## src/rtl/uart_tx_buf_if.sv

```systemverilog
// Push-side bus of uart_tx_buf: byte strobe toward the buffer, FIFO status back.
interface uart_tx_buf_if;
    logic       tx_flag;
    logic [7:0] tx_data;
    logic       full;
    logic       ovf_flag;

    modport master (output tx_flag, output tx_data, input full, input ovf_flag);
    modport slave  (input tx_flag, input tx_data, output full, output ovf_flag);
endinterface

```

## src/rtl/uart_tx_buf.sv

```systemverilog
// uart_tx_buf: byte FIFO draining as 8N1 UART frames on tx.
// Define UART_TX_PARITY_EN to insert an even-parity bit between d7 and stop.
module uart_tx_buf #(
    parameter int CLK_FREQ     = 50_000_000,
    parameter int BAUD         = 9600,
    parameter int BAUD_CNT_MAX = CLK_FREQ / BAUD,
    parameter int DEPTH_LOG2   = 4
) (
    input  logic         sclk,
    input  logic         rst_n,
    uart_tx_buf_if.slave bus,
    output logic         tx,
    output logic         busy
);
    localparam int DEPTH  = 2 ** DEPTH_LOG2;
    localparam int CW     = DEPTH_LOG2 + 1;
    localparam int BAUD_W = (BAUD_CNT_MAX > 1) ? $clog2(BAUD_CNT_MAX) : 1;
    localparam logic [BAUD_W-1:0] BAUD_LAST  = BAUD_W'(BAUD_CNT_MAX - 1);
    localparam logic [CW-1:0]     COUNT_FULL = CW'(DEPTH);
`ifdef UART_TX_PARITY_EN
    localparam logic [3:0] LAST_BIT = 4'd10;
`else
    localparam logic [3:0] LAST_BIT = 4'd9;
`endif

    typedef enum logic [1:0] {
        IDLE = 2'd0,
        LOAD = 2'd1,
        SEND = 2'd2
    } state_t;

`ifdef UART_TX_PARITY_EN
    function automatic logic even_parity(input logic [7:0] data);
        even_parity = ^data;
    endfunction
`endif

    state_t                state_r, state_next_s;
    logic [7:0]            mem_r [DEPTH];
    logic [DEPTH_LOG2-1:0] wr_ptr_r, rd_ptr_r;
    logic [CW-1:0]         count_r, count_next_s;
    logic [BAUD_W-1:0]     baud_cnt_r, baud_cnt_next_s;
    logic [3:0]            bit_cnt_r, bit_cnt_next_s;
    logic [7:0]            shift_r, shift_next_s;
    logic                  tx_r, tx_next_s;
    logic                  busy_r, full_r, ovf_r;
    logic                  push_s, drop_s, pop_s;
    logic                  baud_wrap_s, frame_end_s;
`ifdef UART_TX_PARITY_EN
    logic                  parity_r, parity_next_s;
`endif

    // The full test uses the pre-edge count, so a same-cycle pop never makes room.
    assign push_s      = bus.tx_flag & (count_r != COUNT_FULL);
    assign drop_s      = bus.tx_flag & (count_r == COUNT_FULL);
    assign baud_wrap_s = (baud_cnt_r == BAUD_LAST);
    assign frame_end_s = (state_r == SEND) & baud_wrap_s & (bit_cnt_r == LAST_BIT);

    // State register
    always_ff @(posedge sclk or negedge rst_n) begin
        if (!rst_n) begin
            state_r <= IDLE;
        end else begin
            state_r <= state_next_s;
        end
    end

    // Next-state logic; every entry into LOAD pops one byte
    always_comb begin
        state_next_s = state_r;
        pop_s        = 1'b0;
        case (state_r)
            IDLE: begin
                if (count_r != {CW{1'b0}}) begin
                    state_next_s = LOAD;
                    pop_s        = 1'b1;
                end else begin
                    state_next_s = IDLE;
                end
            end
            LOAD: state_next_s = SEND;
            SEND: begin
                if (frame_end_s) begin
                    if (count_r != {CW{1'b0}}) begin
                        state_next_s = LOAD;
                        pop_s        = 1'b1;
                    end else begin
                        state_next_s = IDLE;
                    end
                end else begin
                    state_next_s = SEND;
                end
            end
            default: state_next_s = IDLE;
        endcase
    end

    // Output logic: next values of the serial line, bit timing and shift register
    always_comb begin
        tx_next_s       = tx_r;
        baud_cnt_next_s = baud_cnt_r;
        bit_cnt_next_s  = bit_cnt_r;
        shift_next_s    = shift_r;
`ifdef UART_TX_PARITY_EN
        parity_next_s   = parity_r;
`endif
        case (state_r)
            IDLE: begin
                tx_next_s    = 1'b1;
                shift_next_s = pop_s ? mem_r[rd_ptr_r] : shift_r;
            end
            LOAD: begin
                tx_next_s       = 1'b0;
                baud_cnt_next_s = {BAUD_W{1'b0}};
                bit_cnt_next_s  = 4'd0;
`ifdef UART_TX_PARITY_EN
                parity_next_s   = even_parity(shift_r);
`endif
            end
            SEND: begin
                if (baud_wrap_s) begin
                    baud_cnt_next_s = {BAUD_W{1'b0}};
                    bit_cnt_next_s  = bit_cnt_r + 4'd1;
                    if (bit_cnt_r < 4'd8) begin
                        tx_next_s    = shift_r[0];
                        shift_next_s = {1'b0, shift_r[7:1]};
                    end
`ifdef UART_TX_PARITY_EN
                    else if (bit_cnt_r == 4'd8) begin
                        tx_next_s = parity_r;
                    end
`endif
                    else begin
                        tx_next_s    = 1'b1;
                        shift_next_s = pop_s ? mem_r[rd_ptr_r] : shift_r;
                    end
                end else begin
                    baud_cnt_next_s = baud_cnt_r + BAUD_W'(1);
                end
            end
            default: tx_next_s = 1'b1;
        endcase
    end

    // FIFO occupancy: push and pop together leave the count unchanged
    always_comb begin
        case ({push_s, pop_s})
            2'b10:   count_next_s = count_r + CW'(1);
            2'b01:   count_next_s = count_r - CW'(1);
            default: count_next_s = count_r;
        endcase
    end

    // FIFO storage (no reset needed, validity is tracked by the count)
    always_ff @(posedge sclk) begin
        if (push_s) begin
            mem_r[wr_ptr_r] <= bus.tx_data;
        end
    end

    // FIFO pointers and count
    always_ff @(posedge sclk or negedge rst_n) begin
        if (!rst_n) begin
            wr_ptr_r <= {DEPTH_LOG2{1'b0}};
            rd_ptr_r <= {DEPTH_LOG2{1'b0}};
            count_r  <= {CW{1'b0}};
        end else begin
            if (push_s) begin
                wr_ptr_r <= wr_ptr_r + DEPTH_LOG2'(1);
            end
            if (pop_s) begin
                rd_ptr_r <= rd_ptr_r + DEPTH_LOG2'(1);
            end
            count_r <= count_next_s;
        end
    end

    // Datapath and status registers; status reflects the post-edge state
    always_ff @(posedge sclk or negedge rst_n) begin
        if (!rst_n) begin
            tx_r       <= 1'b1;
            baud_cnt_r <= {BAUD_W{1'b0}};
            bit_cnt_r  <= 4'd0;
            shift_r    <= 8'd0;
`ifdef UART_TX_PARITY_EN
            parity_r   <= 1'b0;
`endif
            busy_r     <= 1'b0;
            full_r     <= 1'b0;
            ovf_r      <= 1'b0;
        end else begin
            tx_r       <= tx_next_s;
            baud_cnt_r <= baud_cnt_next_s;
            bit_cnt_r  <= bit_cnt_next_s;
            shift_r    <= shift_next_s;
`ifdef UART_TX_PARITY_EN
            parity_r   <= parity_next_s;
`endif
            busy_r     <= (state_next_s != IDLE) | (count_next_s != {CW{1'b0}});
            full_r     <= (count_next_s == COUNT_FULL);
            ovf_r      <= drop_s;
        end
    end

    assign tx           = tx_r;
    assign busy         = busy_r;
    assign bus.full     = full_r;
    assign bus.ovf_flag = ovf_r;
endmodule

```

## src/flat_wrapper.sv

```systemverilog
// flat-port wrapper written by rule: the top's interface ports become plain ports
module uart_tx_buf_flat 
#(
    parameter int CLK_FREQ     = 50_000_000,
    parameter int BAUD         = 9600,
    parameter int BAUD_CNT_MAX = CLK_FREQ / BAUD,
    parameter int DEPTH_LOG2   = 4
)
  (sclk, rst_n, tx, busy, bus_tx_flag, bus_tx_data, bus_full, bus_ovf_flag);
  uart_tx_buf_if bus_i ();
  input  logic sclk;
  input  logic rst_n;
  output logic tx;
  output logic busy;
  input wire logic [$bits(bus_i.tx_flag)-1:0] bus_tx_flag;
  input wire logic [$bits(bus_i.tx_data)-1:0] bus_tx_data;
  output wire logic [$bits(bus_i.full)-1:0] bus_full;
  output wire logic [$bits(bus_i.ovf_flag)-1:0] bus_ovf_flag;
  assign bus_i.tx_flag = bus_tx_flag;
  assign bus_i.tx_data = bus_tx_data;
  assign bus_full = bus_i.full;
  assign bus_ovf_flag = bus_i.ovf_flag;
  uart_tx_buf #(.CLK_FREQ(CLK_FREQ), .BAUD(BAUD), .BAUD_CNT_MAX(BAUD_CNT_MAX), .DEPTH_LOG2(DEPTH_LOG2)) u_core (.sclk(sclk), .rst_n(rst_n), .bus(bus_i), .tx(tx), .busy(busy));
endmodule
```

## config.mk

```make
export PLATFORM = sky130hd
export DESIGN_NAME = uart_tx_buf_flat
export DESIGN_NICKNAME = d
export VERILOG_FILES = /design/src/rtl/uart_tx_buf_if.sv /design/src/rtl/uart_tx_buf.sv /design/src/flat_wrapper.sv
export SDC_FILE = /design/constraint.sdc
export NUM_CORES = 1
export LEC_CHECK = 0
export CORE_MARGIN = 4
export CORE_UTILIZATION = 35
export DETAILED_ROUTE_END_ITERATION = 8
export MAX_ROUTING_LAYER = met4
export PLACE_DENSITY = 0.56
export SLEW_MARGIN = 20
export SYNTH_ARGS = -nofsm -noshare
export SYNTH_HDL_FRONTEND = slang
export SYNTH_SLANG_ARGS = --single-unit
```

## constraint.sdc

```tcl
create_clock -name sclk -period 3.3 [get_ports sclk]
set_input_delay 0.66 -clock sclk [delete_from_list [all_inputs] [get_ports sclk]]
set_output_delay 0.66 -clock sclk [all_outputs]
set_load 0.01 [all_outputs]
```

==> impl_metrics.env, run 1 <==
export IMPL_cts_reportedPaths_clkPinSlew_ns=0.07
export IMPL_setup_viol=0
export IMPL_synth_most_common_cell="edfxtp_1"
export IMPL_end_kind="flop"
export IMPL_n_antenna_cell=0
export IMPL_clockRootBuffer="clkbuf_16"
export IMPL_cts_tree="yes"
export IMPL_ys_types=63
export IMPL_num_rows=53
export IMPL_p_leak_nw=3.09
export IMPL_wl_per_cell_um=18.5
export IMPL_period_share_pct=92.3
export IMPL_grt_max_degree=45
export IMPL_synth_top_area_share_pct=51.8
export IMPL_synthCells=478
export IMPL_die_area_um2=23600
export IMPL_worst_pin_slew_ns=0.760
export IMPL_cts_resized=0
export IMPL_io_buffer_count=14
export IMPL_cts_buffer_depth=2
export IMPL_critPathKind="flop to flop"
export IMPL_synth_top_cell_by_area="edfxtp_1"
export IMPL_finalInstanceArea_um2=8620
export IMPL_cts_setup_buffers=0
export IMPL_hpwl_um=9990
export IMPL_nets=543
export IMPL_grt_overflow_total=0
export IMPL_start_kind="flop"
export IMPL_fin_worst_skew_ns=0.00798
export IMPL_drtIter0Drc=216
export IMPL_fin_cells=805
export IMPL_drive_gt1_share_pct=20.0
export IMPL_slew_violations=0
export IMPL_max_slew_margin_pct=49.1
export IMPL_hold_viol_final=0
export IMPL_grt_pass1_wl_um=23200
export IMPL_syn_area_per_cell_um2=15.5
export IMPL_syn_nets=504
export IMPL_start_util_pct=35.4
export IMPL_drv_cap=0
export IMPL_first_global_vias=4155
export IMPL_combPwrFrac_pct=32.8
export IMPL_hold_class="primary input to asynchronous set/reset pin"
export IMPL_max_freq_ghz=0.328
export IMPL_cts_max_level=4
export IMPL_fin_crit_ns=3.05
export IMPL_synthTopCellsByArea="edfxtp_1 52%, dfrtp_1 14%, mux4_2 4.9%, mux2i_1 4.4%, ha_1 2.5%"
export IMPL_setup_tns_ns=0
export IMPL_internal_power_mw=4.88
export IMPL_grt_setup_unrepaired="no"
export IMPL_power_frac_seq_pct=39.8
export IMPL_outcome="completed"
export IMPL_antenna_left=0
export IMPL_yosysWarnings=0
export IMPL_cts_sinks=172
export IMPL_die_width_um=154
export IMPL_clk_insertion_delay_late_ns=0.42
export IMPL_gp_congestion=0.791
export IMPL_total_power_mw=7.43
export IMPL_ir_drop_mv=0.397
export IMPL_grtUsageTotal_pct=13.4
export IMPL_num_vias=4100
export IMPL_cts_inserted_buffers=17
export IMPL_worstPathMaxFanout=5
export IMPL_hold_buffers=0
export IMPL_swShare_pct=34.2
export IMPL_synth_edff_count=128
export IMPL_route_detailed_drc=0
export IMPL_die_h_um=154
export IMPL_synth_seq_cells=172
export IMPL_p_sw_mw=2.54
export IMPL_dpl_cell_area_um2=8010
export IMPL_pwr_density_cell_nw_per_um2=862
export IMPL_crit_arrival_ns=3.36
export IMPL_grt_antenna_before_repair=0
export IMPL_via_per_inst=5.09
export IMPL_synthTopCellsByCount="128 x edfxtp_1, 43 x dfrtp_1, 33 x mux2i_1"
export IMPL_async_flop_share_pct=25.6
export IMPL_core_area_um2=21000
export IMPL_areaGrowthSynthToFinish_pct=16.0
export IMPL_dr_pass1_iters=4
export IMPL_p_clk_share_pct=27.4
export IMPL_syn_area_um2=7430
export IMPL_post_place_cells=773
export IMPL_cp_required_ns=3.62
export IMPL_synthFlopType="edfxtp_1"
export IMPL_holdWs_ns=0.236
export IMPL_seq_area_frac_synth_pct=66.6
export IMPL_io_pins=15
export IMPL_drt_wl_total_um=14900
worst max-delay path: stages, from the launching register on:
cell      delay, ns
dfrtp_1        0.42
ha_1           0.27
and4bb_1       0.27
a41oi_1        0.28
nor2_2         0.08
ha_1           0.21
xor2_1         0.15
ha_1           0.22
o31a_1         0.23
or3_1          0.32
a21oi_2        0.14
xnor2_1        0.10
nor4_1         0.25
area by class of cell:
| cell class | instances | area, µm² |
|---|---|---|
| Clock buffer | 18 | 429 |
| Clock inverter | 14 | 178 |
| Fill cell | 1945 | 12300 |
| Inverter | 13 | 48.8 |
| Multi-Input combinational cell | 270 | 2300 |
| Sequential cell | 172 | 4950 |
| Tap cell | 275 | 344 |
| Timing Repair Buffer | 43 | 368 |
sequential cells by signal, summed over array words and instances, names as in the netlist, 2 cells and up:
name	flops
u_core.shift_r	8
u_core.state_r	2
u_core.bit_cnt_r	4
u_core.wr_ptr_r	4
u_core.mem_r	128
u_core.rd_ptr_r	4
u_core.count_r	5
u_core.baud_cnt_r	13
placed cells by master (no fill, tap or decap), types with 3 or more instances in the layout:
master and n:
a221o_1 7, edfxtp_1 128, nand2_1 22, a21oi_1 4, mux4_2 16, and3_1 4
or3_1 3, o21ai_0 12, clkbuf_16 17, xnor2_1 14, nand2b_1 5, xor2_1 8
a21oi_2 8, dfrtp_1 42, a41oi_1 3, a221oi_1 14, inv_6 5, nor2_1 25
inv_1 12, buf_4 29, ha_1 15, a22oi_2 7, nand3_1 13, nor3_1 9
clkdlybuf4s50_1 13, o22ai_1 3, mux2i_1 33, inv_8 3
logic make-up after synthesis:
kind of cell | count (synthesis) | synth area share [%]
flops | 172 | 66.6
simple gates | 105 | 7.78
buf+inv | 36 | 2.41
xor+xnor | 22 | 2.59
compound gates | 76 | 8.32
fa+ha+maj | 15 | 2.53
mux | 52 | 9.76
path summary, 6_finish.rpt:
path                       slack, ns                        startpoint  cells past startpoint                        endpoint
hold reg to reg                 0.49     u_core.shift_r[7]$_DFFE_PN0P_                      1   u_core.shift_r[7]$_DFFE_PN0P_
setup / recovery                0.25  u_core.baud_cnt_r[0]$_DFFE_PN0P_                     12       u_core.bus.full$_DFF_PN0_
setup reg to reg                0.25  u_core.baud_cnt_r[0]$_DFFE_PN0P_                     12       u_core.bus.full$_DFF_PN0_
hold / removal                  0.24                             rst_n                      1   u_core.bus.ovf_flag$_DFF_PN0_
max in group asynchronous       2.65                             rst_n                      1  u_core.rd_ptr_r[0]$_DFFE_PN0N_
min in group sclk               0.49     u_core.shift_r[7]$_DFFE_PN0P_                      1   u_core.shift_r[7]$_DFFE_PN0P_
power by group through the flow:
stage | sequential (mW) | combinational, mW | clock (mW)
4_1_cts | 2.96 | 2.46 | 2.07
6_report | 2.96 | 2.43 | 2.03
3_5_place_dp | 3.00 | 2.46 | 0
5_1_grt | 3.02 | 2.65 | 2.18
2_1_floorplan | 2.84 | 1.93 | 0
3_3_place_gp | 2.99 | 2.41 | 0
stage by stage:
| step | worst slack (ns) | util [%] |
|---|---|---|
| after CTS | 0.255 | 41.1 |
| final | 0.253 | 41.1 |
| after floorplan | 0.208 | - |
| after detailed placement | 0.0862 | 38.2 |
| after global placement | 0.187 | 38.2 |
| after global routing | 0.0610 | 41.1 |
layer usage:
metal | track usage [%] | vias to the layer above | wire, µm
li1 | - | 1934 | -
met3 | 3.57 | 12 | 583
met2 | 21.3 | 64 | 7330
met4 | 2.94 | 0 | 121
met5 | - | - | 0
met1 | 17.3 | 2090 | 6860
No activity file was read; power rests on OpenSTA's default activity.
==> run 2: changes to the inputs <==
--- a/config.mk
+++ b/config.mk
@@ -7,6 +7,7 @@
 export LEC_CHECK = 0
 export CORE_MARGIN = 4
 export CORE_UTILIZATION = 35
+export CTS_BUF_LIST = sky130_fd_sc_hd__clkbuf_8
 export DETAILED_ROUTE_END_ITERATION = 8
 export MAX_ROUTING_LAYER = met4
 export PLACE_DENSITY = 0.56
==> run 2 against run 1 <==
- count of clock-buffer cells in the layout is 1 lower
- global-route usage hardly changed
- first-iteration DRC count is 6.0% higher
- highest routed layer unchanged
- clock skew is 0.0064 ns higher
- non-clock buffer count unchanged
- via count shrank 1.3%
- combinational power about the same
- sequential cell count unchanged
- register-to-register slack about the same
- maximum frequency is 0.42% lower
- sequential power hardly changed
- sequential share of layout area grew 1.3 points
==> impl_metrics.env, run 2 (synthesis gave the netlist of run 1 again) <==
export IMPL_n_antenna_cell=0
export IMPL_power_frac_seq_pct=42.8
export IMPL_first_global_vias=4158
export IMPL_final_common_cell="edfxtp_1"
export IMPL_cts_reportedPaths_clkPinSlew_ns=0.10
export IMPL_ir_drop_mv=0.370
export IMPL_internal_power_mw=4.43
export IMPL_critPathBufInv=0
export IMPL_cts_resized=0
export IMPL_setup_viol=0
export IMPL_cts_sinks=172
export IMPL_swShare_pct=35.8
export IMPL_end_kind="flop"
export IMPL_drive_gt1_share_pct=20.0
export IMPL_setup_tns_ns=0
export IMPL_drt_wl_total_um=14800
export IMPL_worst_pin_slew_ns=0.794
export IMPL_p_sw_mw=2.47
export IMPL_core_area_um2=21000
export IMPL_worstPathMaxFanout=5
export IMPL_cts_buffer_depth=2
export IMPL_num_vias=4048
export IMPL_fin_worst_skew_ns=0.0143
export IMPL_dpl_cell_area_um2=8010
export IMPL_outcome="completed"
export IMPL_path_cells="ha_1 > and4bb_1 > a41oi_1 > nor2_2 > ha_1 > xor2_1 > ha_1 > o31a_1 > or3_1 > a21oi_2 > xnor2_1 > nor4_1"
export IMPL_crit_path_max_incr_delay_ns=0.43
export IMPL_grt_max_degree=45
export IMPL_nets=543
export IMPL_grt_pass1_wl_um=23100
export IMPL_clockRootBuffer="clkbuf_8"
export IMPL_fin_cells=805
export IMPL_post_place_cells=773
export IMPL_via_per_inst=5.03
export IMPL_dr_pass1_iters=4
export IMPL_die_h_um=154
export IMPL_grt_antenna_before_repair=0
export IMPL_cts_inserted_buffers=17
export IMPL_worst_r2r_startpoint="u_core.baud_cnt_r[0]$_DFFE_PN0P_"
export IMPL_dp_slack_ns=0.0862
export IMPL_crit_arrival_ns=3.42
export IMPL_num_rows=53
export IMPL_cp_required_ns=3.66
export IMPL_drtIter0Drc=229
export IMPL_finalInstanceArea_um2=8420
export IMPL_gp_congestion=0.791
export IMPL_areaGrowthSynthToFinish_pct=13.4
export IMPL_p_clk_share_pct=22.0
export IMPL_start_util_pct=35.4
export IMPL_critPathTopFamily="simple AND/OR/NAND/NOR gates"
export IMPL_largest_register_ffs=128
export IMPL_io_buffer_count=14
export IMPL_top_register="u_core.mem_r"
export IMPL_startpoint="u_core.baud_cnt_r[0]$_DFFE_PN0P_"
export IMPL_die_area_um2=23600
export IMPL_cts_setup_buffers=0
export IMPL_wl_per_cell_um=18.4
export IMPL_route_detailed_drc=0
export IMPL_p_leak_nw=3.01
export IMPL_fin_ws_ns=0.240
export IMPL_hold_class="primary input to asynchronous set/reset pin"
export IMPL_hold_viol_final=0
export IMPL_cts_max_level=4
export IMPL_hpwl_um=9990
export IMPL_antenna_left=0
export IMPL_grt_setup_unrepaired="no"
export IMPL_layout_common_cells="128 x edfxtp_1, 42 x dfrtp_1, 33 x mux2i_1, 29 x buf_4, 25 x nor2_1"
export IMPL_clk_insertion_delay_late_ns=0.46
export IMPL_slew_violations=0
export IMPL_combPwrFrac_pct=35.1
export IMPL_largestRegisters="u_core.mem_r x128, u_core.baud_cnt_r x13, u_core.shift_r x8"
export IMPL_fin_crit_ns=3.06
export IMPL_start_kind="flop"
export IMPL_grtUsageTotal_pct=13.4
export IMPL_hold_buffers=0
export IMPL_crit_top_cell="ha_1"
export IMPL_max_slew_margin_pct=47.1
export IMPL_io_pins=15
export IMPL_cts_tree="yes"
export IMPL_drv_cap=0
export IMPL_grt_overflow_total=0
export IMPL_crit_path_top_delay_cell="dfrtp_1"
export IMPL_period_share_pct=92.7
export IMPL_critPathKind="flop to flop"
export IMPL_die_width_um=154
export IMPL_max_freq_ghz=0.327
export IMPL_pwr_density_cell_nw_per_um2=820
run 2: cell type report:
cell class	instances	area, µm²
clock buffer	17	234
clock inverter	15	181
fill	1964	12500
inverter	13	48.8
multi-input combinational	270	2300
sequential	172	4950
tap	275	344
timing repair buffer	43	368
run 2: path summary, 6_finish.rpt:
kind	end	slack, ns	cells past startpoint
worst max-delay path	u_core.bus.full$_DFF_PN0_	0.24	12
worst min-delay path	u_core.bus.ovf_flag$_DFF_PN0_	0.19	1
worst max register to register	u_core.bus.full$_DFF_PN0_	0.24	12
worst min register to register	u_core.shift_r[7]$_DFFE_PN0P_	0.49	1
max in group asynchronous	u_core.rd_ptr_r[0]$_DFFE_PN0N_	2.69	1
min in group sclk	u_core.shift_r[7]$_DFFE_PN0P_	0.49	1
run 2: power by group through the flow:
stage          combinational [mW]  sequential [mW]  clock (mW)
2_1_floorplan                1.93             2.84           0
3_3_place_gp                 2.41             2.99           0
3_5_place_dp                 2.46             3.00           0
4_1_cts                      2.46             2.96        1.56
5_1_grt                      2.65             3.01        1.66
6_report                     2.43             2.96        1.52
run 2: metrics by stage:
step           util [%]  power [mW]  hold WS (ns)
6_report           40.2        6.91         0.190
5_1_grt            40.2        7.32         0.207
4_1_cts            40.2        6.98         0.387
3_5_place_dp       38.2        5.46         0.479
3_3_place_gp       38.2        5.40         0.466
2_1_floorplan         -        4.77         0.364
run 2: layer usage:
layer	track usage (%)	vias up	part of all wire, %
met3	2.90	15	3.6
li1	-	1926	-
met4	4.33	0	1.3
met1	17.1	2042	45
met2	21.4	65	50
met5	-	-	0
==> run 3: changes to the inputs <==
--- a/config.mk
+++ b/config.mk
@@ -9,6 +9,7 @@
 export CORE_UTILIZATION = 35
 export CTS_BUF_LIST = sky130_fd_sc_hd__clkbuf_8
 export DETAILED_ROUTE_END_ITERATION = 8
+export GPL_TIMING_DRIVEN = 0
 export MAX_ROUTING_LAYER = met4
 export PLACE_DENSITY = 0.56
 export SLEW_MARGIN = 20
==> constraint.sdc (replaced) <==
create_clock -name sclk -period 3.3 [get_ports sclk]
set_input_delay 0.66 -clock sclk [delete_from_list [all_inputs] [get_ports sclk]]
set_output_delay 0.66 -clock sclk [all_outputs]
set_load 0.1 [all_outputs]
==> run 3 against run 2 <==
- hold slack got worse by 0.029 ns
- wire length increased by 5.7%
- clock power decreased by 7%
- count of clock-buffer cells in the layout unchanged
- final cell count decreased by 0.37%
- critical path depth increased by 1
- global-route usage increased by 1.1 points
- sequential power decreased by 4%
- largest cell class unchanged
- highest routed layer unchanged
==> impl_metrics.env, run 3 (synthesis gave the netlist of run 1 again) <==
export IMPL_critPathKind="flop to flop"
export IMPL_grt_overflow_total=0
export IMPL_r2r_end="u_core.busy$_DFF_PN0_"
export IMPL_clk_insertion_delay_late_ns=0.46
export IMPL_grtUsageTotal_pct=14.5
export IMPL_p_clk_share_pct=20.0
export IMPL_combPwrFrac_pct=39.9
export IMPL_drv_cap=0
export IMPL_crit_arrival_ns=3.50
export IMPL_hold_class="primary input to asynchronous set/reset pin"
export IMPL_swShare_pct=37.9
export IMPL_fin_worst_skew_ns=0.0139
export IMPL_cp_required_ns=3.63
export IMPL_n_antenna_cell=0
export IMPL_drt_wl_total_um=15700
export IMPL_num_rows=53
export IMPL_die_area_um2=23600
export IMPL_ir_drop_mv=0.365
export IMPL_top_register="u_core.mem_r"
export IMPL_grt_pass1_wl_um=25200
export IMPL_rrSetupSlack_ns=0.13
export IMPL_core_area_um2=21000
export IMPL_internal_power_mw=4.40
export IMPL_grt_max_degree=25
export IMPL_start_kind="flop"
export IMPL_fin_ws_ns=0.130
export IMPL_finalInstanceArea_um2=8410
export IMPL_first_global_vias=4332
export IMPL_end_kind="flop"
export IMPL_grt_setup_unrepaired="no"
export IMPL_power_frac_seq_pct=40.1
export IMPL_layout_common_cells="128 x edfxtp_1, 42 x dfrtp_1, 33 x mux2i_1, 25 x nor2_1, 22 x nand2_1"
export IMPL_max_freq_ghz=0.315
export IMPL_cts_sinks=172
export IMPL_setup_viol=0
export IMPL_antenna_left=0
export IMPL_worst_pin_slew_ns=0.962
export IMPL_worstPathMaxFanout=9
export IMPL_cts_buffer_depth=2
export IMPL_post_place_cells=768
export IMPL_io_pins=15
export IMPL_fin_cells=802
export IMPL_reg2reg_depth=13
export IMPL_pwr_density_cell_nw_per_um2=841
export IMPL_hold_buffers=0
export IMPL_gp_congestion=0.810
export IMPL_hold_viol_final=0
export IMPL_drive_gt1_share_pct=20.5
export IMPL_wl_per_cell_um=19.6
export IMPL_dr_pass1_iters=4
export IMPL_grt_antenna_before_repair=0
export IMPL_startpoint="u_core.count_r[1]$_DFF_PN0_"
export IMPL_cts_inserted_buffers=17
export IMPL_cts_reportedPaths_clkPinSlew_ns=0.10
export IMPL_via_per_inst=5.13
export IMPL_largest_register_ffs=128
export IMPL_p_leak_nw=2.94
export IMPL_hpwl_um=10600
export IMPL_max_slew_margin_pct=35.7
export IMPL_areaGrowthSynthToFinish_pct=13.3
export IMPL_outcome="completed"
export IMPL_slew_violations=0
export IMPL_io_buffer_count=14
export IMPL_clockRootBuffer="clkbuf_8"
export IMPL_cts_tree="yes"
export IMPL_die_width_um=154
export IMPL_dpl_cell_area_um2=7950
export IMPL_holdWs_ns=0.160
export IMPL_cts_max_level=4
export IMPL_fin_util_pct=40.2
export IMPL_fin_crit_ns=3.17
export IMPL_final_common_cell="edfxtp_1"
export IMPL_worst_r2r_startpoint="u_core.count_r[1]$_DFF_PN0_"
export IMPL_start_util_pct=35.4
export IMPL_num_vias=4112
export IMPL_dp_slack_ns=-0.596
export IMPL_route_detailed_drc=0
export IMPL_largestRegisters="u_core.mem_r x128, u_core.baud_cnt_r x13, u_core.shift_r x8"
export IMPL_die_h_um=154
export IMPL_nets=542
export IMPL_drtIter0Drc=244
export IMPL_period_share_pct=96.0
export IMPL_p_sw_mw=2.68
==> run 3: critical path: stages, from the launching register on <==
cell and delay (ns):
dfrtp_1 0.38, buf_6 0.13, or4_4 0.56, nor2_4 0.17, nor2_4 0.05, ha_1 0.17, buf_2 0.16, xor2_1 0.15
ha_2 0.19, o31a_1 0.24, or3_1 0.34, a21oi_2 0.19, xnor2_2 0.16, nand4b_1 0.13
==> run 3: what timing repair did <==
action	4_1_cts	5_1_grt
pin swaps	1	6
resized for setup	4	9
setup endpoints to repair	4	3
setup buffers	1	4
==> run 3: layout make-up <==
cell class / instances / area (µm²)
Clock inverter: 13 / 134
Tap cell: 275 / 344
Multi-Input combinational cell: 270 / 2380
Sequential cell: 172 / 4950
Clock buffer: 17 / 234
Inverter: 13 / 48.8
Timing Repair Buffer: 20 / 200
Buffer: 22 / 126
Fill cell: 1976 / 12500
==> run 3: per-layer routing <==
layer | track usage [%] | wire [µm] | part of all wire (%) | vias up
met2 | 22.6 | 7710 | 49 | 64
met1 | 18.8 | 6980 | 45 | 2101
met4 | 4.42 | 261 | 1.7 | 0
met5 | - | 0 | 0 | -
li1 | - | - | - | 1926
met3 | 3.57 | 734 | 4.7 | 21
==> run 3: worst max-delay path by stage <==
stage,endpoint,slack [ns],cells after the start
floorplan,u_core.busy$_DFF_PN0_,0.21,15
global placement,u_core.bus.full$_DFF_PN0_,-0.47,12
detailed placement,u_core.bus.full$_DFF_PN0_,-0.60,12
CTS,u_core.bus.full$_DFF_PN0_,0.01,14
global route,u_core.bus.full$_DFF_PN0_,0.01,14
finish,u_core.busy$_DFF_PN0_,0.13,13
==> run 3: stage by stage <==
| step | power [mW] | setup TNS, ns |
|---|---|---|
| final | 7.08 | 0 |
| after global routing | 7.54 | 0 |
| after floorplan | 4.87 | 0 |
| after CTS | 7.10 | 0 |
| after detailed placement | 5.65 | -1.84 |
| after global placement | 5.56 | -8.03 |
==> run 3: power by group through the flow <==
stage | combinational, mW | clock [mW] | sequential [mW]
2_1_floorplan | 1.93 | 0 | 2.94
5_1_grt | 3.10 | 1.56 | 2.88
6_report | 2.83 | 1.42 | 2.84
3_5_place_dp | 2.77 | 0 | 2.88
4_1_cts | 2.81 | 1.46 | 2.84
3_3_place_gp | 2.70 | 0 | 2.86
